`src/rtl/periph_bus_pkg.sv`:
```
// Shared definitions for the peripheral command bus: device/command codes and arbiter states.
package periph_bus_pkg;

  localparam int unsigned PB_DEV_W = 5;
  localparam int unsigned PB_CMD_W = 6;

  localparam logic [PB_DEV_W-1:0] DEV_LEDS  = 5'd0;
  localparam logic [PB_DEV_W-1:0] DEV_NONE  = 5'h1F;
  localparam logic [PB_CMD_W-1:0] CMD_NOP   = 6'd0;
  localparam logic [PB_CMD_W-1:0] CMD_WRITE = 6'd1;

  typedef enum logic [1:0] {
    S_IDLE  = 2'd0,
    S_ISSUE = 2'd1,
    S_DONE  = 2'd2
  } arb_state_e;

endpackage

```
`src/rtl/rr_arbiter.sv`:
```
// Combinational round-robin pick: first set request above i_last_grant, with wrap.
//   i_req        request vector
//   i_last_grant index of the most recent winner
//   o_grant_c    one-hot winner (zero when nothing requests)
//   o_idx_c      winner index
//   o_valid_c    at least one request is set
module rr_arbiter #(
  parameter int unsigned NUM_REQ = 4,
  parameter int unsigned IDX_W   = 2
) (
  input  logic [NUM_REQ-1:0] i_req,
  input  logic [IDX_W-1:0]   i_last_grant,
  output logic [NUM_REQ-1:0] o_grant_c,
  output logic [IDX_W-1:0]   o_idx_c,
  output logic               o_valid_c
);

  logic [IDX_W-1:0] w_cand;

  // Walk last+1 .. last+NUM_REQ; the first hit wins, later hits are ignored.
  always_comb begin
    o_grant_c = '0;
    o_idx_c   = '0;
    o_valid_c = 1'b0;
    w_cand    = '0;
    for (int unsigned k = 1; k <= NUM_REQ; k++) begin
      w_cand = IDX_W'((32'(i_last_grant) + k) % NUM_REQ);
      if (!o_valid_c && i_req[w_cand]) begin
        o_valid_c         = 1'b1;
        o_idx_c           = w_cand;
        o_grant_c[w_cand] = 1'b1;
      end
    end
  end

endmodule

```
`src/rtl/periph_bus_arbiter.sv`:
```
// Round-robin arbiter for the shared peripheral command bus.
//   clk, reset      clock, asynchronous active-low reset
//   req/req_*       per-master request level and flattened device/command/data fields
//   bus_ready       addressed peripheral accepts the current command
//   ack, err        one-cycle one-hot completion pulse, err flags a timeout
//   bus_*           shared bus fields (NOP to DEV_NONE when idle)
//   busy            transfer in flight (ISSUE or DONE)
module periph_bus_arbiter
  import periph_bus_pkg::*;
#(
  parameter int unsigned NUM_REQ = 4,
  parameter int unsigned DEV_W   = 5,
  parameter int unsigned CMD_W   = 6,
  parameter int unsigned DATA_W  = 32,
  parameter int unsigned TIMEOUT = 16
) (
  input  logic                      clk,
  input  logic                      reset,
  input  logic [NUM_REQ-1:0]        req,
  input  logic [NUM_REQ*DEV_W-1:0]  req_device,
  input  logic [NUM_REQ*CMD_W-1:0]  req_command,
  input  logic [NUM_REQ*DATA_W-1:0] req_data,
  input  logic                      bus_ready,
  output logic [NUM_REQ-1:0]        ack,
  output logic                      err,
  output logic [DEV_W-1:0]          bus_device,
  output logic [CMD_W-1:0]          bus_command,
  output logic [DATA_W-1:0]         bus_data,
  output logic                      busy
);

  localparam int unsigned IDX_W = (NUM_REQ > 1) ? $clog2(NUM_REQ) : 1;
  localparam int unsigned CNT_W = (TIMEOUT > 1) ? $clog2(TIMEOUT) : 1;
  localparam logic [DEV_W-1:0] BUS_DEV_IDLE = DEV_W'(DEV_NONE);
  localparam logic [CMD_W-1:0] BUS_CMD_IDLE = CMD_W'(CMD_NOP);
  localparam logic [IDX_W-1:0] LAST_RESET   = IDX_W'(NUM_REQ - 1);

  arb_state_e          r_state, w_state_nxt;
  logic [CNT_W-1:0]    r_cnt, w_cnt_nxt;
  logic [IDX_W-1:0]    r_win_idx, w_win_idx_nxt;
  logic [NUM_REQ-1:0]  r_win_oh, w_win_oh_nxt;
  logic [IDX_W-1:0]    r_last, w_last_nxt;
  logic [NUM_REQ-1:0]  r_ack, w_ack_nxt;
  logic                r_err, w_err_nxt;
  logic                r_busy, w_busy_nxt;
  logic [DEV_W-1:0]    r_dev, w_dev_nxt;
  logic [CMD_W-1:0]    r_cmd, w_cmd_nxt;
  logic [DATA_W-1:0]   r_data, w_data_nxt;

  logic [NUM_REQ-1:0]  w_grant;
  logic [IDX_W-1:0]    w_idx;
  logic                w_valid;
  logic                w_timeout;

  rr_arbiter #(
    .NUM_REQ (NUM_REQ),
    .IDX_W   (IDX_W)
  ) u_rr (
    .i_req        (req),
    .i_last_grant (r_last),
    .o_grant_c    (w_grant),
    .o_idx_c      (w_idx),
    .o_valid_c    (w_valid)
  );

  // Wait counter expiry; a zero TIMEOUT disables it entirely.
  assign w_timeout = (TIMEOUT != 0) && (r_cnt == CNT_W'(TIMEOUT - 1));

  // Next-state and next-output logic.
  always_comb begin
    w_state_nxt   = r_state;
    w_cnt_nxt     = r_cnt;
    w_win_idx_nxt = r_win_idx;
    w_win_oh_nxt  = r_win_oh;
    w_last_nxt    = r_last;
    w_ack_nxt     = '0;
    w_err_nxt     = 1'b0;
    w_busy_nxt    = r_busy;
    w_dev_nxt     = r_dev;
    w_cmd_nxt     = r_cmd;
    w_data_nxt    = r_data;
    unique case (r_state)
      S_IDLE: begin
        w_busy_nxt = 1'b0;
        if (w_valid) begin
          w_state_nxt   = S_ISSUE;
          w_cnt_nxt     = '0;
          w_win_idx_nxt = w_idx;
          w_win_oh_nxt  = w_grant;
          w_busy_nxt    = 1'b1;
          w_dev_nxt     = req_device[32'(w_idx) * DEV_W +: DEV_W];
          w_cmd_nxt     = req_command[32'(w_idx) * CMD_W +: CMD_W];
          w_data_nxt    = req_data[32'(w_idx) * DATA_W +: DATA_W];
        end
      end
      S_ISSUE: begin
        // Ready wins over a coinciding timeout.
        if (bus_ready || w_timeout) begin
          w_state_nxt = S_DONE;
          w_ack_nxt   = r_win_oh;
          w_err_nxt   = !bus_ready;
          w_last_nxt  = r_win_idx;
          w_dev_nxt   = BUS_DEV_IDLE;
          w_cmd_nxt   = BUS_CMD_IDLE;
          w_data_nxt  = '0;
        end else if (TIMEOUT != 0) begin
          w_cnt_nxt = r_cnt + CNT_W'(1);
        end
      end
      S_DONE: begin
        w_state_nxt = S_IDLE;
        w_busy_nxt  = 1'b0;
      end
      default: begin
        w_state_nxt = S_IDLE;
        w_busy_nxt  = 1'b0;
      end
    endcase
  end

  // State, counter and output registers.
  always_ff @(posedge clk or negedge reset) begin
    if (!reset) begin
      r_state   <= S_IDLE;
      r_cnt     <= '0;
      r_win_idx <= '0;
      r_win_oh  <= '0;
      r_last    <= LAST_RESET;
      r_ack     <= '0;
      r_err     <= 1'b0;
      r_busy    <= 1'b0;
      r_dev     <= BUS_DEV_IDLE;
      r_cmd     <= BUS_CMD_IDLE;
      r_data    <= '0;
    end else begin
      r_state   <= w_state_nxt;
      r_cnt     <= w_cnt_nxt;
      r_win_idx <= w_win_idx_nxt;
      r_win_oh  <= w_win_oh_nxt;
      r_last    <= w_last_nxt;
      r_ack     <= w_ack_nxt;
      r_err     <= w_err_nxt;
      r_busy    <= w_busy_nxt;
      r_dev     <= w_dev_nxt;
      r_cmd     <= w_cmd_nxt;
      r_data    <= w_data_nxt;
    end
  end

  assign ack         = r_ack;
  assign err         = r_err;
  assign busy        = r_busy;
  assign bus_device  = r_dev;
  assign bus_command = r_cmd;
  assign bus_data    = r_data;

endmodule

```
`config.mk`:
```
export PLATFORM = sky130hd
export DESIGN_NAME = periph_bus_arbiter
export DESIGN_NICKNAME = d
export VERILOG_FILES = /design/src/rtl/periph_bus_pkg.sv /design/src/rtl/rr_arbiter.sv /design/src/rtl/periph_bus_arbiter.sv
export SDC_FILE = /design/constraint.sdc
export NUM_CORES = 1
export LEC_CHECK = 0
export CAP_MARGIN = 20
export CORE_MARGIN = 2
export CORE_UTILIZATION = 60
export CTS_BUF_LIST = sky130_fd_sc_hd__clkbuf_8
export CTS_CLUSTER_SIZE = 24
export DETAILED_ROUTE_END_ITERATION = 10
export DONT_BUFFER_PORTS = 1
export GPL_TIMING_DRIVEN = 1
export PLACE_DENSITY = 0.83
export SLEW_MARGIN = 25
export SYNTH_ARGS = -nofsm -noshare
export SYNTH_HDL_FRONTEND = slang
export SYNTH_SLANG_ARGS = --single-unit
```
`constraint.sdc`:
```
create_clock -name clk -period 3.24 [get_ports clk]
set_input_delay 0.972 -clock clk [delete_from_list [all_inputs] [get_ports clk]]
set_output_delay 0.972 -clock clk [all_outputs]
set_load 0.02 [all_outputs]
```
==> results of run 1 <==
-- metal layers --
metal	track usage, %	vias up	share of wire, %
li1	-	1368	-
met1	30.9	1497	39
met2	44.6	139	52
met3	7.82	18	7.0
met4	8.39	0	2.3
met5	0	-	0
-- through the flow --
step	util, %	cells
2_1_floorplan	-	362
3_3_place_gp	63.7	448
3_5_place_dp	63.7	448
4_1_cts	67.1	463
5_1_grt	67.1	463
6_report	67.1	463
-- report_power, final --
part           total, mW  internal, mW  leakage (nW)  switching (mW)
combinational       3.68          1.78          1.10            1.89
sequential          1.67          1.15         0.795           0.518
clock              0.781         0.491         0.118           0.291
-- synth_stat cells (2+ instances only) --
cell	instances	area share, %
a21oi_1	3	0.36
a221oi_1	4	0.83
a22o_1	2	0.42
a22oi_1	5	0.89
and2_1	6	0.89
buf_12	3	1.4
buf_2	5	0.59
buf_4	10	1.8
buf_6	6	1.6
buf_8	3	1.1
clkbuf_1	2	0.18
dfrtp_1	56	33
dfstp_2	7	4.4
ha_1	9	2.7
inv_1	8	0.71
mux2_1	5	1.3
mux2_2	7	1.9
mux2i_1	78	18
mux4_2	4	2.1
nand2_1	49	4.4
nand2b_1	7	1.0
nor2_1	8	0.71
nor2b_1	3	0.44
o21ai_0	9	1.1
o221a_1	5	1.3
o221ai_1	8	1.7
o221ai_2	30	11
o311ai_0	2	0.42
-- worst max-delay path, cell delays in order, from the launching register on --
cell,delay (ps)
dfstp_2,540
buf_4,200
mux4_2,610
nor2b_1,380
o21ai_2,110
o31ai_4,80
buf_12,250
buf_12,270
mux2i_1,280
o221ai_2,130
-- state kept, by name, indices dropped and copies added, names as in the netlist, 4 cells and up --
name	cells
r_win_oh	4
bus_data	32
bus_command	6
r_cnt	4
bus_device	5
ack	4
-- area by class of cell --
class	instances	area, um^2	area share [%]
Multi-Input combinational cell	262	2330	51.0
Sequential cell	63	1590	34.8
Timing Repair Buffer	19	268	5.87
Clock buffer	12	165	3.62
Tap cell	96	120	2.63
Clock inverter	3	65.1	1.43
Inverter	8	30.0	0.658
-- logic make-up after synthesis --
kind of cell / synth area share (%)
buffers and inverters: 7.35
adder cells (fa/ha/maj): 2.67
AND/OR/NAND/NOR: 9.46
flip-flops: 37.6
AO/OA/AOI/OAI: 18.9
XOR/XNOR: 0.208
multiplexers: 23.8
-- worst paths after layout --
path / depth (start not counted) / to / slack [ps]
setup / recovery: 9 / bus_data[23] / 240
hold / removal: 0 / bus_data[9] / 320
setup reg to reg: 9 / bus_data[23] / 240
hold reg to reg: 2 / r_win_oh[3] / 480
max in group asynchronous: 0 / bus_device[1] / 2710
min in group clk: 2 / r_win_oh[3] / 480
==> impl_metrics.csv, run 1 <==
group,metric,value,unit
synthesis,synth_edf_count,0,
global_routing,grt_start_max_net_pins,64,
synthesis,ys_seq_area_share,37.6,%
finish,num-fill-cells,473,
drt,drtPass1Iterations,4,
drt,vias,3022,
critical_path,worstPathMaxFanout,33,
timing,drv_slew,0,
global_routing,grt_antenna_before_repair,0,
synthesis,synthFlopType,"dfrtp_1",
cts,cts_made_buffers,9,
timing,period_needed,3000,ps
critical_path,critPathLaunchType,"flop",
placed_design,gp_congestion,0.907,
global_routing,grt_overflow_total,0,
cts,post-cts-setup-buffers,0,
placed_design,hpwl,7920,um
drt,drc,0,
synthesis,synth_cells,362,
cts,clock_sinks,63,
timing,final_hold_viol_count,0,
global_routing,track_usage,25.8,%
critical_path,end_kind,"flop",
synthesis,synth_nets,550,
drt,wl_per_cell,22.5,um
finish,fin_area,4560,um^2
timing,tns,0,ps
timing,fmax,334,MHz
timing,skew,9.41,ps
power_and_ir_drop,ir_drop,0.000899,V
power_and_ir_drop,power,6.13,mW
power_and_ir_drop,power.density,1340,nW/um^2
cts,h-tree-depth,3,
placed_design,dpl_cell_area,4330,um^2
timing,setup_violations,0,
timing,worst_slack,242,ps
synthesis,synth_seq_cells,63,
min_path,hold_path_class,"input pin to async pin",
critical_path,r2r-start,"r_last[0]",
timing,max_slew_margin,72.8,%
floorplan,num_rows,30,
timing,worstMarginPinSlew,407,ps
finish,fin_nets,551,
flow_run,max-cap-violations,0,
cts,clockBufferDepth,2,
critical_path,critical_path.startpoint,"r_last[0]",
finish,antenna_cells,0,
cts,cts_hold_buf,0,
power_and_ir_drop,p_leak,2.02,nW
finish,layout-drive-gt1-share,24.3,%
timing,rsz0062_at_grt,"false",
synthesis,synth.distinct_cells,46,
finish,final_common_cell,"mux2i_1",
placed_design,pre_cts_ws,85.5,ps
finish,syn_to_final_growth,8.06,%
synthesis,syn_area,4220,um^2
synthesis,yosys_warnings,0,
timing,whs,324,ps
floorplan,fp.dieW,87.9,um
cts,clk_latency,330,ps
critical_path,path_class,"flop to flop",
floorplan,start_util,62.1,%
finish,layout_common_cells,"78 x mux2i_1, 56 x dfrtp_1, 49 x nand2_1, 30 x o221ai_2, 12 x clkbuf_8",
floorplan,die_h,87.9,um
synthesis,avgSynthCellArea,11.7,um^2
global_routing,grt_pass1_vias,2942,
floorplan,pin_count,228,
timing,finalCritPeriodShare,92.5,%
drt,drt-total-wl,10400,um
floorplan,core-area,6790,um^2
floorplan,die-area,7720,um^2
global_routing,grt_pass1_wl,15200,um
drt,postRouteAntennaNets,0,
cts,path_clk_slew,70,ps
drt,drt_iter0_markers,89,
critical_path,critPathArrivalTime,3210,ps
cts,cts_tree,"built",
drt,via_per_inst,6.53,
outcome,outcome,"completed",
synthesis,async_flop_share,100,%
placed_design,portBuffers,0,
cts,cts-root-buf,"clkbuf_8",
critical_path,worstPathRequired,3450,ps
cts,cts_resized,0,
(Power assumes the default switching activity.)
==> inputs of run 2 (changes only) <==
--- a/config.mk
+++ b/config.mk
@@ -18,3 +18,4 @@
 export SYNTH_ARGS = -nofsm -noshare
 export SYNTH_HDL_FRONTEND = slang
 export SYNTH_SLANG_ARGS = --single-unit
+export TNS_END_PERCENT = 30
==> results of run 2 <==
The final DEF is identical to that of run 1; final timing and power are the same.
==> inputs of run 3 (changes only) <==
--- a/config.mk
+++ b/config.mk
@@ -9,11 +9,13 @@
 export CORE_MARGIN = 2
 export CORE_UTILIZATION = 60
 export CTS_BUF_LIST = sky130_fd_sc_hd__clkbuf_8
+export CTS_CLUSTER_DIAMETER = 40
 export CTS_CLUSTER_SIZE = 24
 export DETAILED_ROUTE_END_ITERATION = 10
 export DONT_BUFFER_PORTS = 1
 export GPL_TIMING_DRIVEN = 1
 export PLACE_DENSITY = 0.83
+export SKIP_CTS_REPAIR_TIMING = 1
 export SLEW_MARGIN = 25
 export SYNTH_ARGS = -nofsm -noshare
 export SYNTH_HDL_FRONTEND = slang
==> results of run 3 <==
The final DEF is identical to that of run 1; final timing and power are the same.
